### src/rtl/mux_ctrl_pkg.sv
// Shared types and helpers for the analog mux scan controller.
package mux_ctrl_pkg;

    localparam int NUM_CH = 4;
    localparam int CH_W   = 2;

    typedef enum logic [1:0] {
        IDLE    = 2'd0,
        BREAK   = 2'd1,
        CONNECT = 2'd2
    } state_t;

    // Channel index to NMOS gate pattern.
    function automatic logic [NUM_CH-1:0] onehot4(input logic [CH_W-1:0] idx);
        logic [NUM_CH-1:0] v;
        v      = '0;
        v[idx] = 1'b1;
        return v;
    endfunction

endpackage

### src/rtl/sync_2ff.sv
// Generic-width two-flop synchroniser for asynchronous pin inputs.
module sync_2ff #(
    parameter int W = 1
) (
    input  logic         clk,
    input  logic         rst_n,
    input  logic [W-1:0] d,
    output logic [W-1:0] q
);

    logic [W-1:0] meta;

    // Two back-to-back flops; first stage may go metastable, second settles it.
    always_ff @(posedge clk or negedge rst_n) begin
        if (!rst_n) begin
            meta <= '0;
            q    <= '0;
        end else begin
            meta <= d;
            q    <= meta;
        end
    end

endmodule

### src/rtl/mux_scan_ctrl.sv
// Break-before-make gate driver for the 4:1 transmission-gate mux, with
// manual pin select and an auto-scan mode with programmable dwell.
module mux_scan_ctrl
    import mux_ctrl_pkg::*;
#(
    parameter int DEAD_CYCLES = 2,
    parameter int DWELL_W     = 8
) (
    input  logic               clk,
    input  logic               rst_n,
    input  logic               ena,
    input  logic [1:0]         sel_in,
    input  logic               auto_en,
    input  logic [DWELL_W-1:0] dwell_cfg,
    output logic [3:0]         n_sel,
    output logic [3:0]         p_sel,
    output logic [1:0]         ch_idx,
    output logic               ch_valid
);

    // Dead counter counts DEAD_CYCLES-1 down to 0, so it only needs to hold DEAD_CYCLES-1.
    localparam int DEAD_W = (DEAD_CYCLES > 2) ? $clog2(DEAD_CYCLES) : 1;
    localparam logic [DEAD_W-1:0] DEAD_LOAD = DEAD_W'(DEAD_CYCLES - 1);

    generate
        if (DEAD_CYCLES < 1) begin : g_bad_dead
            $error("mux_scan_ctrl: DEAD_CYCLES must be at least 1");
        end
    endgenerate

    logic [CH_W-1:0]    sel_s;
    logic               auto_s;
    state_t             state, state_nxt;
    logic [CH_W-1:0]    ch_idx_q, ch_nxt;
    logic [DEAD_W-1:0]  dead_cnt, dead_nxt;
    logic [DWELL_W-1:0] dwell_cnt, dwell_nxt, dwell_load;
    logic [NUM_CH-1:0]  n_sel_d;
    logic               ch_valid_d;

    sync_2ff #(.W(CH_W)) u_sel_sync (
        .clk   (clk),
        .rst_n (rst_n),
        .d     (sel_in),
        .q     (sel_s)
    );

    sync_2ff #(.W(1)) u_auto_sync (
        .clk   (clk),
        .rst_n (rst_n),
        .d     (auto_en),
        .q     (auto_s)
    );

    // A zero dwell would never expire cleanly; treat it as one cycle.
    assign dwell_load = (dwell_cfg == '0) ? DWELL_W'(1) : dwell_cfg;

    // State, target channel and counters.
    always_ff @(posedge clk or negedge rst_n) begin
        if (!rst_n) begin
            state     <= IDLE;
            ch_idx_q  <= '0;
            dead_cnt  <= '0;
            dwell_cnt <= '0;
        end else begin
            state     <= state_nxt;
            ch_idx_q  <= ch_nxt;
            dead_cnt  <= dead_nxt;
            dwell_cnt <= dwell_nxt;
        end
    end

    // Next-state decode: ena low wins, every path into CONNECT goes through BREAK.
    always_comb begin
        state_nxt = state;
        ch_nxt    = ch_idx_q;
        dead_nxt  = dead_cnt;
        dwell_nxt = dwell_cnt;
        if (!ena) begin
            state_nxt = IDLE;
        end else begin
            case (state)
                IDLE: begin
                    state_nxt = BREAK;
                    ch_nxt    = auto_s ? '0 : sel_s;
                    dead_nxt  = DEAD_LOAD;
                end
                BREAK: begin
                    // Retarget freely while off; the dead time keeps running.
                    if (!auto_s) begin
                        ch_nxt = sel_s;
                    end
                    if (dead_cnt == '0) begin
                        state_nxt = CONNECT;
                        dwell_nxt = dwell_load;
                    end else begin
                        dead_nxt = dead_cnt - 1'b1;
                    end
                end
                CONNECT: begin
                    if (auto_s) begin
                        if (dwell_cnt <= DWELL_W'(1)) begin
                            state_nxt = BREAK;
                            ch_nxt    = ch_idx_q + 1'b1;
                            dead_nxt  = DEAD_LOAD;
                        end else begin
                            dwell_nxt = dwell_cnt - 1'b1;
                        end
                    end else begin
                        // Hold the reload value so entering auto gives a full dwell.
                        dwell_nxt = dwell_load;
                        if (sel_s != ch_idx_q) begin
                            state_nxt = BREAK;
                            ch_nxt    = sel_s;
                            dead_nxt  = DEAD_LOAD;
                        end
                    end
                end
                default: state_nxt = IDLE;
            endcase
        end
    end

    // Output decode from the next state so the gate registers line up with the state.
    always_comb begin
        n_sel_d    = '0;
        ch_valid_d = 1'b0;
        if (state_nxt == CONNECT) begin
            n_sel_d    = onehot4(ch_nxt);
            ch_valid_d = 1'b1;
        end
    end

    // Registered gate drives; p_sel is its own flop so it never glitches against n_sel.
    always_ff @(posedge clk or negedge rst_n) begin
        if (!rst_n) begin
            n_sel    <= '0;
            p_sel    <= '1;
            ch_valid <= 1'b0;
        end else begin
            n_sel    <= n_sel_d;
            p_sel    <= ~n_sel_d;
            ch_valid <= ch_valid_d;
        end
    end

    assign ch_idx = ch_idx_q;

endmodule

### config.mk
export PLATFORM = sky130hd
export DESIGN_NAME = mux_scan_ctrl
export DESIGN_NICKNAME = d
export VERILOG_FILES = /design/src/rtl/mux_ctrl_pkg.sv /design/src/rtl/sync_2ff.sv /design/src/rtl/mux_scan_ctrl.sv
export SDC_FILE = /design/constraint.sdc
export NUM_CORES = 1
export LEC_CHECK = 0
export ABC_AREA = 1
export CORE_UTILIZATION = 35
export DETAILED_ROUTE_END_ITERATION = 10
export PLACE_DENSITY_LB_ADDON = 0.08
export SYNTH_ARGS = -nofsm -noshare
export SYNTH_HDL_FRONTEND = slang
export SYNTH_SLANG_ARGS = --single-unit
### constraint.sdc
create_clock -name clk -period 1.7 [get_ports clk]
set_input_delay 0.17 -clock clk [delete_from_list [all_inputs] [get_ports clk]]
set_output_delay 0.17 -clock clk [all_outputs]
set_load 0.03 [all_outputs]
-- After elaboration in Yosys (flattened, before gate mapping)
Cells that the tools add are included.
- add/sub/neg operators: 3
- magnitude comparators: 3
- reductions and logical operators: 7
- bitwise operators: 1
- multiplexer cells: 27
- equal/unequal tests: 8
- operators with widths (operator ; count):
    8-bit 2-to-1 mux ; 4
    2-bit 2-to-1 mux ; 11
    8-bit case mux with 2 select lines ; 1
    2-bit case mux with 3 select lines ; 2
    8-bit by 1-bit <= comparator with 1-bit output (second input constant) ; 1
    8-bit zero test ; 1
    4-bit AND reduction ; 2
    8-bit by 1-bit subtractor with 8-bit output (second input constant) ; 1
    1-bit 2-to-1 mux ; 6
    3-bit inequality test (second input constant) ; 2
    2-bit == test (second input constant) ; 2
    4-bit 2-to-1 mux ; 1
    4-bit inverter ; 1
    2-bit by 3-bit < comparator with 1-bit output (second input constant) ; 1
    3-bit by 2-bit inequality test with 1-bit output (second input constant) ; 1
    1-bit case mux with 3 select lines ; 1
    3-bit nonzero test ; 1
    2-bit by 1-bit adder with 2-bit output (second input constant) ; 1
    1-bit demux with 2-bit select ; 1
    2-bit by 1-bit == test with 1-bit output (second input constant) ; 1
    2-bit by 1-bit >= comparator with 1-bit output (second input constant) ; 1
    2-bit zero test ; 1
    2-bit inequality test ; 1
    2-bit inequality test (second input constant) ; 1
    other kinds (3) ; 3
- output and inout bits: 11
- logic and storage cells: 60
- flip-flop bits (word level): 28

-- Longest topological paths before layout
- word-level depth: 11
- depth in mapped cells: 12
- gate-level depth less buffers: 12

-- Modules after synthesis
A second synthesis with hierarchy kept.
- cell total of the unflattened synthesis: 176
- area, all modules: 1457.6 sq um
- modules (own cells, without submodules) (module ; times used ; cells each ; area an instance (sq um) ; sequential area each (sq um)):
    mux_scan_ctrl ; 1 ; 170 ; 1307.5 ; 555.5
    sync_2ff at u_sel_sync ; 1 ; 4 ; 100.1 ; 100.1
    sync_2ff at u_auto_sync ; 1 ; 2 ; 50.0 ; 50.0

-- Least setup slack after synthesis
No wires, ideal clock.
- path type: register to register
- from: register state[0]
- to: register p_sel[1]
- data required time: 1.621 ns
- path buffers: 0
- data arrival time: 1.439 ns
- slack: 0.182 ns
- cell stages (with the launch flop): 11
- path through: dfrtp_1 > inv_1 > ha_1 > inv_2 > nand2_1 > a21oi_1 > nand3_4 > inv_2 > nand3_2 > nor2_2 > nand2_1
- word-level cells in the longest chain between the ends: 9
- elaborated cells between the ends (all ways): 19
- classes of those cells: order compare: 2; eq/ne: 3; mux: 11; bitwise: 1; reduce/logical: 2
- ends and longest elaborated chain (item ; RTL line ; text):
    from (decl) ; mux_scan_ctrl.sv:33 ; state_t state, state_nxt;
    from (signal assigned) ; mux_scan_ctrl.sv:65 ; state <= state_nxt;
    2-bit == test (tied with other cells) ; mux_scan_ctrl.sv:81 ; case (state)
    2-bit case mux with 3 select lines ; mux_scan_ctrl.sv:81 ;
    2-bit 2-to-1 mux ; mux_scan_ctrl.sv:78 ; if (!ena) begin
    2-bit by 3-bit < comparator with 1-bit output (implied by the code) / 2-bit by 1-bit >= comparator with 1-bit output (equally long branches) ; mux_ctrl_pkg.sv:17 ; v[idx] = 1'b1;
    1-bit logical AND (implied by the code) ; mux_ctrl_pkg.sv:17 ;
    1-bit 2-to-1 mux (implied by the code) ; mux_ctrl_pkg.sv:17 ;
    1-bit demux with 2-bit select ; mux_ctrl_pkg.sv:17 ;
    4-bit 2-to-1 mux (*) ; mux_scan_ctrl.sv:127 ; if (state_nxt == CONNECT) begin
    4-bit inverter (*) ; mux_scan_ctrl.sv:141 ; p_sel <= ~n_sel_d;
    to (signal assigned) ; mux_scan_ctrl.sv:141 ;
    to (decl) ; mux_scan_ctrl.sv:16 ; output logic [3:0] p_sel,
Every way passes the cells marked *; elsewhere a longest branch is shown, timed or not.
A chain may end at the register's enable or synchronous reset.

-- Worst setup path in the final report
- from: register state[1]
- to: register p_sel[2]
The elaborated chain is that of the path after synthesis.

==> results_dict.tcl <==
set metrics [dict create \
    critical_path_arrival_ps 1840 \
    avgRoutedWirePerCell_um 12.0 \
    start_util_pct 36.8 \
    overflow 0 \
    grtUsageTotal_pct 15.7 \
    ys_seq_area_share_pct 40.1 \
    synth_nets 225 \
    synthTopCellsByArea "dfrtp_1 34%, nand2_1 9.4%, dfstp_2 6.0%, ha_1 5.0%, nor2_1 4.7%" \
    antenna_cells 0 \
    p_seq_share_pct 43.5 \
    finClkSkew_ps 5.05 \
    fin_ws_ps 66.9 \
    crit_required_ps 1910 \
    fmax_mhz 612 \
    ios 25 \
    grt_max_degree 29 \
    p_leak_nw 1.09 \
    power.density_nw_per_um2 852 \
    drt_iter0_drc 44 \
    hp-class "in -> async" \
    synth.ff_latch_count 28 \
    final-setup-viol-count 0 \
    hold_buffers 0 \
    htreeDepth 1 \
    fillers 476 \
    cp_max_fo 4 \
    viasPerCell 4.59 \
    peakVddDrop_mv 0.495 \
    synth-edff-count 0 \
    cts_tree "done" \
    r2r_cells 10 \
    synth_area_um2 1760 \
    cp-end-kind "flip-flop" \
    antenna_left 0 \
    async_flop_share_pct 100 \
    p_sw_share_pct 36.5 \
    antenna_found_initial 0 \
    yosysMostFrequentCell "nand2_1" \
    hpwlAfterDp_mm 2.84 \
    synth_ff_type "dfrtp_1" \
    cts_root_buf "clkbuf_8" \
    highest-signal-layer "met4" \
    ys_top_cells_by_count "44 x nand2_1, 24 x dfrtp_1, 22 x nor2_1" \
    crit_type "reg -> reg" \
    vias 1418 \
    finalHoldViolCount 0 \
    ctsLongestPathBuffers 2 \
    yosysTopAreaCellShare_pct 34.1 \
    drt_pass1_iterations 4 \
    yosys.cell_types.count 35 \
    dieArea_um2 5320 \
    wl_met2_mm 1.75 \
    fin_crit_sh_pct 96.1 \
    fin_crit_ps 1630 \
    grt_first_pass_wirelength_mm 6.29 \
    p_sw_mw 0.713 \
    maxSlewViolCount 0 \
    critPathLaunchType "flip-flop" \
    drive_above_1_share_pct 33.5 \
    drc 0 \
    fin_util_pct 47.8 \
    die_x_um 72.9 \
    num_rows 25 \
    clockPowerShare_pct 21.1 \
    portBuffers 24 \
    wl_met3_um 100 \
    syn-instance-count 204 \
    intPower_mw 1.24 \
    syn_to_final_growth_pct 29.9 \
    nets 264 \
    numCtsBuffers 3 \
    whs_ps 258 \
    grt_pass1_vias 1398 \
    die_h_um 72.9 \
    tightestPinTransition_ps 418 \
    clock_latency_ps 270 \
    m1WireLength_mm 1.81 \
    combPwrFrac_pct 35.4 \
    avgSynthCellArea_um2 8.64 \
    cap_violations 0 \
    status "completed" \
    coreArea_um2 4790 \
    yosysWarnings 0 \
    clk_pin_slew_worst_paths_ps 100 \
    routed_wl_mm 3.71 \
    gp_congestion 0.773 \
    yosys.area.top_type "dfrtp_1" \
    cts.sinks 28 \
    max_slew_margin_pct 72.1 \
    dp_slack_ps -88.4 \
]
## routing by layer
| layer | global-route usage [%] | vias to the layer above |
|---|---|---|
| li1 | - | 723 |
| met1 | 20.5 | 669 |
| met2 | 25.6 | 22 |
| met3 | 3.18 | 4 |
| met4 | 5.88 | 0 |
| met5 | 0 | - |
## cell type report
| class | count | area, um^2 | share of cell area [%] |
|---|---|---|---|
| timing repair buffer | 37 | 343 | 15.0 |
| inverter | 27 | 111 | 4.87 |
| tap | 67 | 83.8 | 3.66 |
| clock buffer | 4 | 55.1 | 2.41 |
| sequential | 28 | 707 | 30.9 |
| multi-input combinational | 146 | 988 | 43.2 |
## worst max-delay path, stage by stage, from the launching register on
cell and delay [ps]:
dfrtp_1 440, buf_6 140, ha_4 170, inv_4 70, nand2_2 70, a21oi_4 180
nand3_4 130, inv_2 90, nand3_4 90, nor2_4 130, nand2_1 60
## stage by stage
| step | instance area, um^2 | total power, mW | setup TNS (ps) | std cells |
|---|---|---|---|---|
| after floorplan | 1760 | 1.31 | 0 | 204 |
| after global placement | 2100 | 1.49 | -768 | 299 |
| after detailed placement | 2100 | 1.48 | -349 | 299 |
| after CTS | 2170 | 1.91 | 0 | 303 |
| after global routing | 2290 | 2.10 | -5.78 | 309 |
| final | 2290 | 1.95 | 0 | 309 |
## power groups by stage
stage / logic [mW] / registers [mW] / clock network (mW)
after CTS: 0.627 / 0.848 / 0.436
after global placement: 0.629 / 0.859 / 0
after floorplan: 0.467 / 0.845 / 0
after detailed placement: 0.625 / 0.859 / 0
final: 0.690 / 0.848 / 0.411
after global routing: 0.778 / 0.862 / 0.457
## sequential cells by signal (all words and copies together) (netlist names)
signal            cells
dwell_cnt             8
n_sel                 4
p_sel                 4
ch_idx                2
state                 2
u_sel_sync.meta       2
u_sel_sync.q          2
ch_valid              1
dead_cnt              1
u_auto_sync.meta      1
u_auto_sync.q         1
## worst paths after layout
kind | start | endpoint | slack [ps]
min reg2reg | u_sel_sync.meta[0] | u_sel_sync.q[0] | 360
min | rst_n | dwell_cnt[6] | 260
max | state[1] | p_sel[2] | 70
min in group clk | auto_en | u_auto_sync.meta | 330
max reg2reg | state[1] | p_sel[2] | 70
max in group asynchronous | rst_n | p_sel[2] | 1140
## repair_timing
action                                  in CTS  in global routing
endpoints found under the setup margin       9                 17
pin swaps                                    0                  6
setup buffers                                0                  6
resized for setup                            4                 22
gates cloned                                 0                  0
## placed cells by master (no fill, tap or decap), types with 2 or more instances in the layout
| master | instances |
|---|---|
| inv_1 | 15 |
| dfstp_2 | 4 |
| a21oi_1 | 3 |
| inv_4 | 2 |
| nor2_2 | 4 |
| nand3_2 | 4 |
| dfrtp_1 | 23 |
| nand3_4 | 3 |
| nor2_1 | 21 |
| inv_2 | 9 |
| a21oi_2 | 2 |
| buf_4 | 12 |
| nor2_8 | 2 |
| ha_1 | 4 |
| clkbuf_8 | 4 |
| nor2_4 | 5 |
| nand3_1 | 9 |
| ha_4 | 2 |
| o21ai_1 | 8 |
| nand2_4 | 4 |
| nand2_1 | 41 |
| a21oi_4 | 2 |
| clkdlybuf4s50_1 | 22 |
| o21ai_0 | 3 |
| nand2_2 | 13 |
| or2_2 | 2 |
| o211ai_1 | 2 |
## cells by family (layout without fill, tap and decap cells)
kind of cell,count (synthesis),count (layout),share of synthesized area (%)
DFF,28,28,40.1
buffers and inverters,30,68,8.10
and+or+nand+nor,110,110,34.8
AOI/OAI and AO/OA,26,26,9.52
xor gates and xnor gates,3,3,2.56
adders and majority gates,7,7,4.97
Power figures use the tool's default switching activity.
